## src/rtl/duty_ramp_sched_pkg.sv

```systemverilog
// Shared types and constants for the duty ramp scheduler and its per-channel slew logic.
package duty_ramp_sched_pkg;

  localparam int unsigned DUTY_W = 11;
  localparam logic [DUTY_W-1:0] ZERO_DUTY_DEFAULT = 11'h400;

  typedef enum logic [2:0] {
    StIdle,
    StRamp,
    StHold,
    StDecel,
    StBrake
  } state_e;

endpackage

```

## src/rtl/duty_slew.sv

```systemverilog
// One channel's next duty: moves cur toward goal by at most STEP, landing on goal exactly.
module duty_slew
  import duty_ramp_sched_pkg::*;
#(
  parameter logic [DUTY_W-1:0] STEP = 11'd16
) (
  input  logic [DUTY_W-1:0] cur,
  input  logic [DUTY_W-1:0] goal,
  output logic [DUTY_W-1:0] nxt
);

  logic signed [DUTY_W:0] diff;
  logic signed [DUTY_W:0] step_s;

  always_comb begin
    diff   = $signed({1'b0, goal}) - $signed({1'b0, cur});
    step_s = $signed({1'b0, STEP});
    // Clamping to goal on the final step keeps the result inside [0, 2047].
    if (diff > step_s) begin
      nxt = cur + STEP;
    end else if (diff < -step_s) begin
      nxt = cur - STEP;
    end else begin
      nxt = goal;
    end
  end

endmodule

```

## src/rtl/duty_ramp_sched.sv

```systemverilog
// Two-channel PWM duty scheduler: slews duties toward targets once per PWM period, with brake.
module duty_ramp_sched
  import duty_ramp_sched_pkg::*;
#(
  parameter logic [DUTY_W-1:0] STEP      = 11'd16,
  parameter logic [DUTY_W-1:0] ZERO_DUTY = ZERO_DUTY_DEFAULT
) (
  input  logic              clk,
  input  logic              rst,
  input  logic              en,
  input  logic              brake,
  input  logic              period_tick,
  input  logic [DUTY_W-1:0] lft_target,
  input  logic [DUTY_W-1:0] rght_target,
  output logic [DUTY_W-1:0] lft_duty,
  output logic [DUTY_W-1:0] rght_duty,
  output logic              at_target,
  output logic              busy
);

  state_e            state_q, state_d;
  logic [DUTY_W-1:0] lft_d, rght_d;
  logic [DUTY_W-1:0] lft_goal, rght_goal;
  logic [DUTY_W-1:0] lft_step, rght_step;

  // DECEL reuses the same slew path with the neutral duty as goal.
  assign lft_goal  = (state_q == StDecel) ? ZERO_DUTY : lft_target;
  assign rght_goal = (state_q == StDecel) ? ZERO_DUTY : rght_target;

  duty_slew #(.STEP(STEP)) u_lft_slew (
    .cur  (lft_duty),
    .goal (lft_goal),
    .nxt  (lft_step)
  );

  duty_slew #(.STEP(STEP)) u_rght_slew (
    .cur  (rght_duty),
    .goal (rght_goal),
    .nxt  (rght_step)
  );

  always_comb begin
    state_d = state_q;
    lft_d   = lft_duty;
    rght_d  = rght_duty;
    if (brake) begin
      state_d = StBrake;
      lft_d   = ZERO_DUTY;
      rght_d  = ZERO_DUTY;
    end else begin
      unique case (state_q)
        StIdle: begin
          lft_d  = ZERO_DUTY;
          rght_d = ZERO_DUTY;
          if (en) state_d = StRamp;
        end
        StRamp: begin
          if (!en) begin
            state_d = StDecel;
          end else if (period_tick) begin
            lft_d  = lft_step;
            rght_d = rght_step;
            if (lft_step == lft_target && rght_step == rght_target) state_d = StHold;
          end
        end
        StHold: begin
          if (!en) begin
            state_d = StDecel;
          end else if (lft_duty != lft_target || rght_duty != rght_target) begin
            state_d = StRamp;
          end
        end
        StDecel: begin
          if (en) begin
            state_d = StRamp;
          end else if (period_tick) begin
            lft_d  = lft_step;
            rght_d = rght_step;
            if (lft_step == ZERO_DUTY && rght_step == ZERO_DUTY) state_d = StIdle;
          end
        end
        StBrake: begin
          lft_d   = ZERO_DUTY;
          rght_d  = ZERO_DUTY;
          state_d = StIdle;
        end
        default: state_d = StIdle;
      endcase
    end
  end

  always_ff @(posedge clk) begin
    if (rst) begin
      state_q   <= StIdle;
      lft_duty  <= ZERO_DUTY;
      rght_duty <= ZERO_DUTY;
      at_target <= 1'b0;
      busy      <= 1'b0;
    end else begin
      state_q   <= state_d;
      lft_duty  <= lft_d;
      rght_duty <= rght_d;
      at_target <= (state_d == StHold);
      busy      <= (state_d == StRamp) || (state_d == StDecel);
    end
  end

endmodule

```

## config.mk

```make
export PLATFORM = sky130hd
export DESIGN_NAME = duty_ramp_sched
export DESIGN_NICKNAME = d
export VERILOG_FILES = /design/src/rtl/duty_ramp_sched_pkg.sv /design/src/rtl/duty_slew.sv /design/src/rtl/duty_ramp_sched.sv
export SDC_FILE = /design/constraint.sdc
export NUM_CORES = 1
export LEC_CHECK = 0
export BUFFER_PORTS_ARGS = -buffer_cell sky130_fd_sc_hd__buf_2
export CORE_MARGIN = 5
export CORE_UTILIZATION = 35
export DETAILED_ROUTE_END_ITERATION = 8
export PLACE_DENSITY_LB_ADDON = 0.25
export SLEW_MARGIN = 20
export SYNTH_ARGS = -nofsm -noshare
export SYNTH_HDL_FRONTEND = slang
export SYNTH_SLANG_ARGS = --single-unit
```

## constraint.sdc

```tcl
create_clock -name clk -period 6.5 [get_ports clk]
set_clock_uncertainty 0.05 [all_clocks]
set_input_delay 1.3 -clock clk [delete_from_list [all_inputs] [get_ports clk]]
set_output_delay 1.3 -clock clk [all_outputs]
set_load 0.05 [all_outputs]
```

==> results list, run 1 <==
- Headroom to the max-slew limit came out at 0.350.
- After the first detailed-routing iteration, the DRC count stood at between 300 and 400.
- The number of global-route vias before repair was ~4500.
- Worst path slowest cell: sky130_fd_sc_hd__and3b_1
* Min-Delay Path Class: reg -> reg
- Outcome: finished clean
- Of the total synthesized cell area, the portion taken by XOR and XNOR cells is 0.104.
* Total via count after detailed routing: 4728
* Final routed wire length divided by cell count: approximately 19 um
- Number of antenna violations at the first check in global routing: 0
* P_leak: around 0.0018 uW
- The repair_antennas step left the layout with diodes totalling 0.
* Wire length of the first global-routing pass: about 23000 um
- In this run, synthesis produced a sequential element count of 27.
* Count of buffer and inverter cells on the critical path: 1
* CP peak stage delay: 0.69 ns
- Synthesized instance count: 602
* Critical Setup Path Class: reg -> reg
- Number of buffers created by CTS: 3
* Clock network latency to the later pin of the worst-skew pair: 0.27 ns
- In this run the count of I/O pins placed on the die edge is 51.
- The number of nets in the synthesized netlist is 651.
- Total setup violations reported at the end of the flow: 0
- The layout has 1264 filler cells.
- In this run the number of H-tree levels came out at 1.
* Die outline area: 14400 um^2
* Setup repair after global routing missed its margin: false
* Number of buffers on the longest clock path: 2
* Worst-Margin Slew: 0.966 ns
- Detailed placement finished with a half-perimeter wire length of 11500 um.
* Cell types with the highest counts after synthesis: 70 x sky130_fd_sc_hd__nor2_1, 45 x sky130_fd_sc_hd__nand2_1, 35 x sky130_fd_sc_hd__a21oi_1, 33 x sky130_fd_sc_hd__inv_1, 32 x sky130_fd_sc_hd__xnor2_1
- At the end of routability-driven placement, the weighted congestion stood at around 0.94.
* Tot GR Track Use: 0.194
* Count of warnings emitted by yosys: 0
* Total design power: 554 uW
- The floorplan has 40 rows.
- Die height: 120 um
- The total overflow left after global routing is 0.
* Arrival @ worst endpoint: ~6.0 ns
* Relative area change from synthesis to final layout: 10.6%
- In the finished design, the share of the clock period the worst path needs comes to 0.902.
- Dividing the detail-routed via count by the number of cells gives between 6 and 7.
- The number of setup buffers added after CTS is 0.
- Worst VDD drop: 0.0758 mV
* Nature of the critical path startpoint: register
- The tree is rooted in a sky130_fd_sc_hd__clkbuf_16.
- Nets: 682
* Fraction of the mapped netlist area in adder cells: 0.0684
- Detailed-routing iteration count for the pre-antenna-repair pass: 5
* Slew Limit Fails: 0
- In the final routing, the length of wire on met1 measures 6160 um.
- Final hold violations: 0
* Average footprint of a synthesized cell: 7.05 um^2
- Post-route setup TNS: 0 ns
- Along the worst path, the maximum fanout reaches 16.
* Number of I/O port buffers: 50
- The routed design could run at a clock period as short as 5.86 ns.
- The netlist uses 79 different library cells.
- After clock tree synthesis, the flow added hold-fix buffers numbering 0.
* Final cell utilization of the core: 0.393
- TritonCTS clock tree: done
- Yosys top cell area share: 0.127
- Cell accounting for the most synthesized area: sky130_fd_sc_hd__dfxtp_1
- By area the synthesized netlist is led by sky130_fd_sc_hd__dfxtp_1 13%, sky130_fd_sc_hd__xnor2_1 6.6%, sky130_fd_sc_hd__nor2_1 6.2%, sky130_fd_sc_hd__ha_1 5.9%, sky130_fd_sc_hd__a21oi_1 4.1%.
- Final Routed Wirelength: 14500 um
- The kind of cell with the highest combined delay along the critical path is simple AND/OR/NAND/NOR gates.
- Layout cells sized above 1: 0.131
- After clock tree synthesis, the clock-pin slew on the worst setup and hold paths is 0.07 ns.
- The area fraction in compound gates after synthesis is 0.308.
- Number of clock sinks seen by CTS: 27
* Largest net degree at the start of global routing: 43
- Share of synthesized cell area in and, or, nand and nor gates: 0.317
- After synthesis, the largest family of logic cells by area is simple AND/OR/NAND/NOR gates.
- Number of antenna-violating nets in the routed design: 0
- Starting density of the core: 0.355
* Portion of netlist area occupied by mux cells: 0.00973
- Crit path required time: between 6 and 7 ns
* Power density over the cells: 118 nW/um^2
- In the post-synthesis netlist, the cell with the most instances is sky130_fd_sc_hd__nor2_1.
* Placeable Area: approximately 12000 um^2
- In the synthesized netlist the async set-or-reset flop fraction comes to 0.
* Routed length on met2: 7390 um
- DIE WIDTH: 120 um
- Post-CTS sizing: 0
* Highest routing layer actually used: met4
- Area of the mapped netlist: 4240 um^2
- The critical path goes through and3b_1 > buf_4 > nor2_1 > ha_1 > nor2_1 > a211oi_1 > nor3_1 > nor4_1 > nand4_1 > a32o_1 > a21oi_2 > or3b_1 > or4_1 > or4b_4 > o21a_1 > o21a_1.
- In this run, synthesis inferred 0 flip-flops with an integrated enable.
- Top_reg_cell synth: sky130_fd_sc_hd__dfxtp_1
- Sequential-to-total area share from yosys stat: 0.127
- Crit path capture type: register
* Achievable clock frequency: 171 MHz
- Count of maximum capacitance violations: 0
- In the detailed route, the total length drawn on met3 is 580 um.
- In the routed design, unresolved DRC markers number 0.
## sequential cells by signal, indices dropped and copies added, names as in the netlist
name	flops
state_q	3
lft_duty	11
busy	1
rght_duty	11
at_target	1
## cell type report
class                      instances  area, um^2  area share
multi-input combinational        506        3430       0.730
sequential                        27         541       0.115
timing repair buffer              62         340      0.0725
tap                              147         184      0.0392
inverter                          33         124      0.0264
clock buffer                       3        75.1      0.0160
clock inverter                     1        5.00     0.00107
## placed cells by master, fill, tap and decap left out, types with 10 or more instances in the layout
cell type / instances
sky130_fd_sc_hd__o21ai_0: 11
sky130_fd_sc_hd__nand4_1: 10
sky130_fd_sc_hd__nand2b_1: 11
sky130_fd_sc_hd__xnor2_1: 32
sky130_fd_sc_hd__and2_1: 13
sky130_fd_sc_hd__a21oi_1: 35
sky130_fd_sc_hd__buf_4: 12
sky130_fd_sc_hd__xor2_1: 16
sky130_fd_sc_hd__nor2_1: 70
sky130_fd_sc_hd__inv_1: 33
sky130_fd_sc_hd__nand2_1: 45
sky130_fd_sc_hd__a22oi_1: 12
sky130_fd_sc_hd__dfxtp_1: 27
sky130_fd_sc_hd__buf_2: 50
sky130_fd_sc_hd__nor4_1: 17
sky130_fd_sc_hd__nor3_1: 17
sky130_fd_sc_hd__ha_1: 20
sky130_fd_sc_hd__nand3_1: 23
sky130_fd_sc_hd__nor2b_1: 11
## worst min-delay path, delay by kind of cell, from the launching register on
family | cells | cell delay [ns]
flops | 1 | 0.34
compound gates | 1 | 0.14
simple gates | 1 | 0.04
## power breakdown
part / switching, uW / internal (uW) / total, uW / leakage, uW
logic: 144 / 94.0 / 238 / 0.00157
clock network: 60.2 / 83.2 / 143 / 0.0000409
registers: 5.47 / 167 / 173 / 0.000218
## cell families (layout without fill, tap and decap cells)
family | Yosys count | after routing
compound gates | 173 | 173
xor+xnor | 49 | 49
fa+ha+maj | 22 | 22
buf+inv | 69 | 99
flops | 27 | 27
mux | 4 | 4
simple gates | 258 | 258
## final timing paths
kind	from	to	slack, ns	cells after the start
worst max-delay path	state_q[0]	busy	0.64	16
worst min-delay path	lft_duty[9]	lft_duty[9]	0.52	2
worst min register to register	lft_duty[9]	lft_duty[9]	0.52	2
worst max register to register	state_q[0]	busy	0.64	16
## layer usage
metal	global-route usage	vias to the layer above
met5	0	-
met3	0.00848	24
met1	0.240	2250
met4	0.0666	0
li1	-	2319
met2	0.355	135
## through the flow
stage          instances  hold slack, ns  area (um^2)  setup WS (ns)
2_1_floorplan        602           0.491         4240          0.737
3_3_place_gp         775           0.503         4620          0.554
3_5_place_dp         775           0.509         4620          0.535
4_1_cts              779           0.520         4700          0.700
5_1_grt              779           0.575         4700          0.319
6_report             779           0.516         4700          0.640
(Power assumes the default switching activity.)
==> run 2: changes to the inputs <==
ABC_AREA = 1   (was unset)
GPL_ROUTABILITY_DRIVEN = 0   (was unset)
==> results list, run 2 <==
- The run finished with clean final reports.
- The total power density per cell area was 125 nW/um^2 (+5.8%).
- The post-placement cell count is 1005 (+30%).
* CP peak stage delay: 0.42 ns (-0.27 ns)
- Number of I/O port buffers: 50 (unchanged)
- The share of synthesized area occupied by flip-flops and latches is 0.122 (-0.00543).
* Worst Hold Launch: lft_duty[2]
* Row Count: 41 (+2.5%)
- Share of the cycle needed by the critical path after routing: 0.698 (-0.204)
- Count of maximum capacitance violations: 0 (unchanged)
* Net count after synthesis: 851 (+31%)
- Register cell area after layout: 541 um^2 (unchanged)
* Setup repair after global routing missed its margin: false
- Worst Setup Slack post-DPL: 1.67 ns (+1.14 ns)
- Residual DRC: 0 (unchanged)
- Slew Limit Fails: 0 (unchanged)
* Startpoint of the lowest-slack register-to-register path: state_q[0]
- Area of the mapped netlist: 4430 um^2 (+4.5%)
* Cell count of the worst hold path: 2 (unchanged)
- Vias in the first global route: 4601 (+1.3%)
- # fillers: 1454 (+15%)
- Cell area after placement: 4780 um^2 (+3.5%)
- The overall die width was 123 um (+2.0%).
* Placeable Area: 12500 um^2 (+4.6%)
- The total wire length came to 13400 um (-7.7%).
- The post-CTS setup-driven buffer insertion count is 0 (unchanged).
- Number of synthesized flops with an enable pin: 0 (unchanged)
* Total via count after detailed routing: 4975 (+5.2%)
- Relative area change from synthesis to final layout: 9.60%
- Layout cells sized above 1: 0.124 (-0.00708)
- Setup slack on the worst flop-to-flop path: 2.14 ns (+1.50 ns)
- Post-route setup TNS: 0 ns (unchanged)
- The maximum level of the CTS H-tree was 1 (unchanged).
- Leading cell types in the layout, fill and taps excluded: 266 x sky130_fd_sc_hd__nand2_1, 111 x sky130_fd_sc_hd__inv_1, 110 x sky130_fd_sc_hd__nand3_1
- The area of combinational cells with multiple inputs is 3330 um^2 (-2.7%).
- In this run the critical register-to-register path is captured at state_q[0].
* Number of antenna-violating nets in the routed design: 0 (unchanged)
- The maximum number of pins on one net before global-route repair is 23 (-47%).
- Synthesized instance count: 802 (+33%)
* Critical Setup Path Class: in -> reg
- The count of clock tree sinks came to 27 (unchanged).
- Cell accounting for the most synthesized area: sky130_fd_sc_hd__nand2_1
* Cts hold-fix bufs: 0 (unchanged)
- The largest registers in the layout are lft_duty: 11 flops, rght_duty: 11 flops, state_q: 3 flops.
* Hold WS: 0.480 ns (-0.0364 ns)
* Detailed-routing iteration count for the pre-antenna-repair pass: 5 (unchanged)
- The slowest stage of the critical path belongs to the cell sky130_fd_sc_hd__fa_1.
- Crit path capture type: register
- The number of hold violations in the final report came to 0 (unchanged).
- Clock transition time at the flip-flop clock pins of the worst setup and hold paths: 0.07 ns (about the same)
* Worst-Margin Slew: 0.934 ns (-0.0325 ns)
- Post-synth cell types: 40 (-49%)
- The number of endpoints failing setup at the final stage was 0 (unchanged).
* Die outline area: 15000 um^2 (+4.1%)
- Number of antenna violations at the first check in global routing: 0 (unchanged)
- Library cell with the highest instance count after synthesis: sky130_fd_sc_hd__nand2_1
- The worst hold path terminates at lft_duty[2].
- Clock root cell: sky130_fd_sc_hd__clkbuf_16
- Nature of the critical path startpoint: primary input
- Cell types with the highest counts after synthesis: 266 x sky130_fd_sc_hd__nand2_1, 111 x sky130_fd_sc_hd__inv_1, 110 x sky130_fd_sc_hd__nand3_1, 72 x sky130_fd_sc_hd__nor2_1, 33 x sky130_fd_sc_hd__a21oi_1
* Num ports: 51 (unchanged)
* Crit path required time: 6.60 ns (-0.02 ns)
- Top cells by area in the synthesized netlist: sky130_fd_sc_hd__nand2_1 23%, sky130_fd_sc_hd__nand3_1 12%, sky130_fd_sc_hd__dfxtp_1 12%, sky130_fd_sc_hd__inv_1 9.4%, sky130_fd_sc_hd__nor2_1 6.1%
* Post-CTS sizing: 0 (unchanged)
- P_leak: 0.00258 uW (+41%)
- The path depth of the worst reg2reg path is 27 (+11).
- The number of nets at the end of the flow was 887 (+30%).
- Average footprint of a synthesized cell: 5.53 um^2 (-22%)
- The time the final worst path needs with I/O delays and setup was 4.53 ns (-1.33 ns).
* Fin worst setup slack: 1.97 ns (+1.33 ns)
- Post-Layout Cell Count: 1009 (+30%)
- The path class of the tightest hold or removal check is reg -> reg.
- Violation count after the first detailed-routing iteration: 290 (-21%)
* Top_reg_cell synth: sky130_fd_sc_hd__dfxtp_1
* Starting density of the core: 0.354 (-0.000653)
- Clock network latency to the later pin of the worst-skew pair: 0.27 ns (about the same)
- Relative slew slack: 0.376 (+0.0254)
* Largest driver fanout on the critical path: 16 (unchanged)
* Yosys top cell area share: 0.225 (+0.0979)
* Tot GR Track Use: 0.180 (-0.0136)
* Die height: 123 um (+2.0%)
- The average detailed-routed wire length per instance was 13.2 um (-29%).
- The global-route wire length before repair was 22100 um (-3.4%).
* Number of buffers on the longest clock path: 2 (unchanged)
- The total number of yosys warnings is 0 (unchanged).
- Worst VDD drop: 0.124 mV (+64%)
- The post-synthesis sequential element count came to 27 (unchanged).
- Fraction of synthesis flops using an asynchronous set or reset pin: 0 (unchanged)
- The maximum clock rate was 221 MHz (+29%).
* Sum of net half-perimeters after detailed placement: 10900 um (-4.8%)
* Arrival @ worst endpoint: 4.63 ns (-1.35 ns)
- Overflow left after global routing: 0 (unchanged)
- Post-route standard cell area excluding fillers: 4860 um^2 (+3.5%)
* Leading cell type in the layout, fill and taps excluded: sky130_fd_sc_hd__nand2_1
- The most numerous cell type found on the critical path is sky130_fd_sc_hd__nand2_1.
* Total inserted antenna cells: 0 (unchanged)
* TritonCTS clock tree: done
- The routed via count divided by cell count was 4.93 (-19%).
- Number of buffers created by CTS: 3 (unchanged)
run 2: cell types whose count changed after synthesis, sizes merged, moves of 14 or more:
cell,before,now
xnor2,32,6
nand3,24,120
and2,14,0
inv,33,114
nand2,45,288
clkbuf,27,10
run 2: routing by layer:
| layer | routed length [um] | track usage |
|---|---|---|
| met2 | 6100 | 0.303 |
| met1 | 6550 | 0.255 |
| met3 | 593 | 0.0175 |
| met4 | 121 | 0.0245 |
| met5 | 0 | 0 |
run 2: stage by stage:
stage          utilization  power (uW)
3_5_place_dp         0.382         460
5_1_grt              0.388         653
3_3_place_gp         0.382         462
2_1_floorplan            -         400
6_report             0.388         606
4_1_cts              0.388         607
run 2: how the worst max path moves through the flow:
| stage | from | to | slack (ns) | cells after the start |
|---|---|---|---|---|
| floorplan | rght_target[1] | at_target | 2.54 | 27 |
| global placement | rght_target[1] | state_q[1] | 1.74 | 29 |
| detailed placement | rght_target[1] | state_q[0] | 1.67 | 25 |
| CTS | rght_target[1] | state_q[0] | 1.97 | 25 |
| global route | rght_target[1] | busy | 1.50 | 25 |
| finish | rght_target[1] | state_q[0] | 1.97 | 25 |
run 2: final cells by class:
class,instances,area share
clock buffers,3,0.0155
clock inverters,1,0.00155
inverters,114,0.0881
multi-input cells,641,0.686
flip-flops and latches,27,0.111
well taps,172,0.0443
repair buffers,51,0.0531
run 2: logic make-up (layout without fill, tap and decap cells):
kind of cell,after synthesis,after routing,synth area share
simple gates,521,521,0.530
buf+inv,134,169,0.126
compound gates,63,63,0.0875
xor+xnor,35,35,0.0691
flops,27,27,0.122
fa+ha+maj,22,22,0.0655
run 2: where the power goes:
part | internal (uW) | switching, uW
clock network | 83.9 | 64.1
logic | 92.2 | 193
registers | 168 | 4.94
total | 344 | 263
run 2: critical path, delay by kind of cell:
kind / cells / cell delay (ns)
compound gates: 3 / 0.69
simple gates: 16 / 1.76
fa+ha+maj: 1 / 0.42
buf+inv: 5 / 0.44
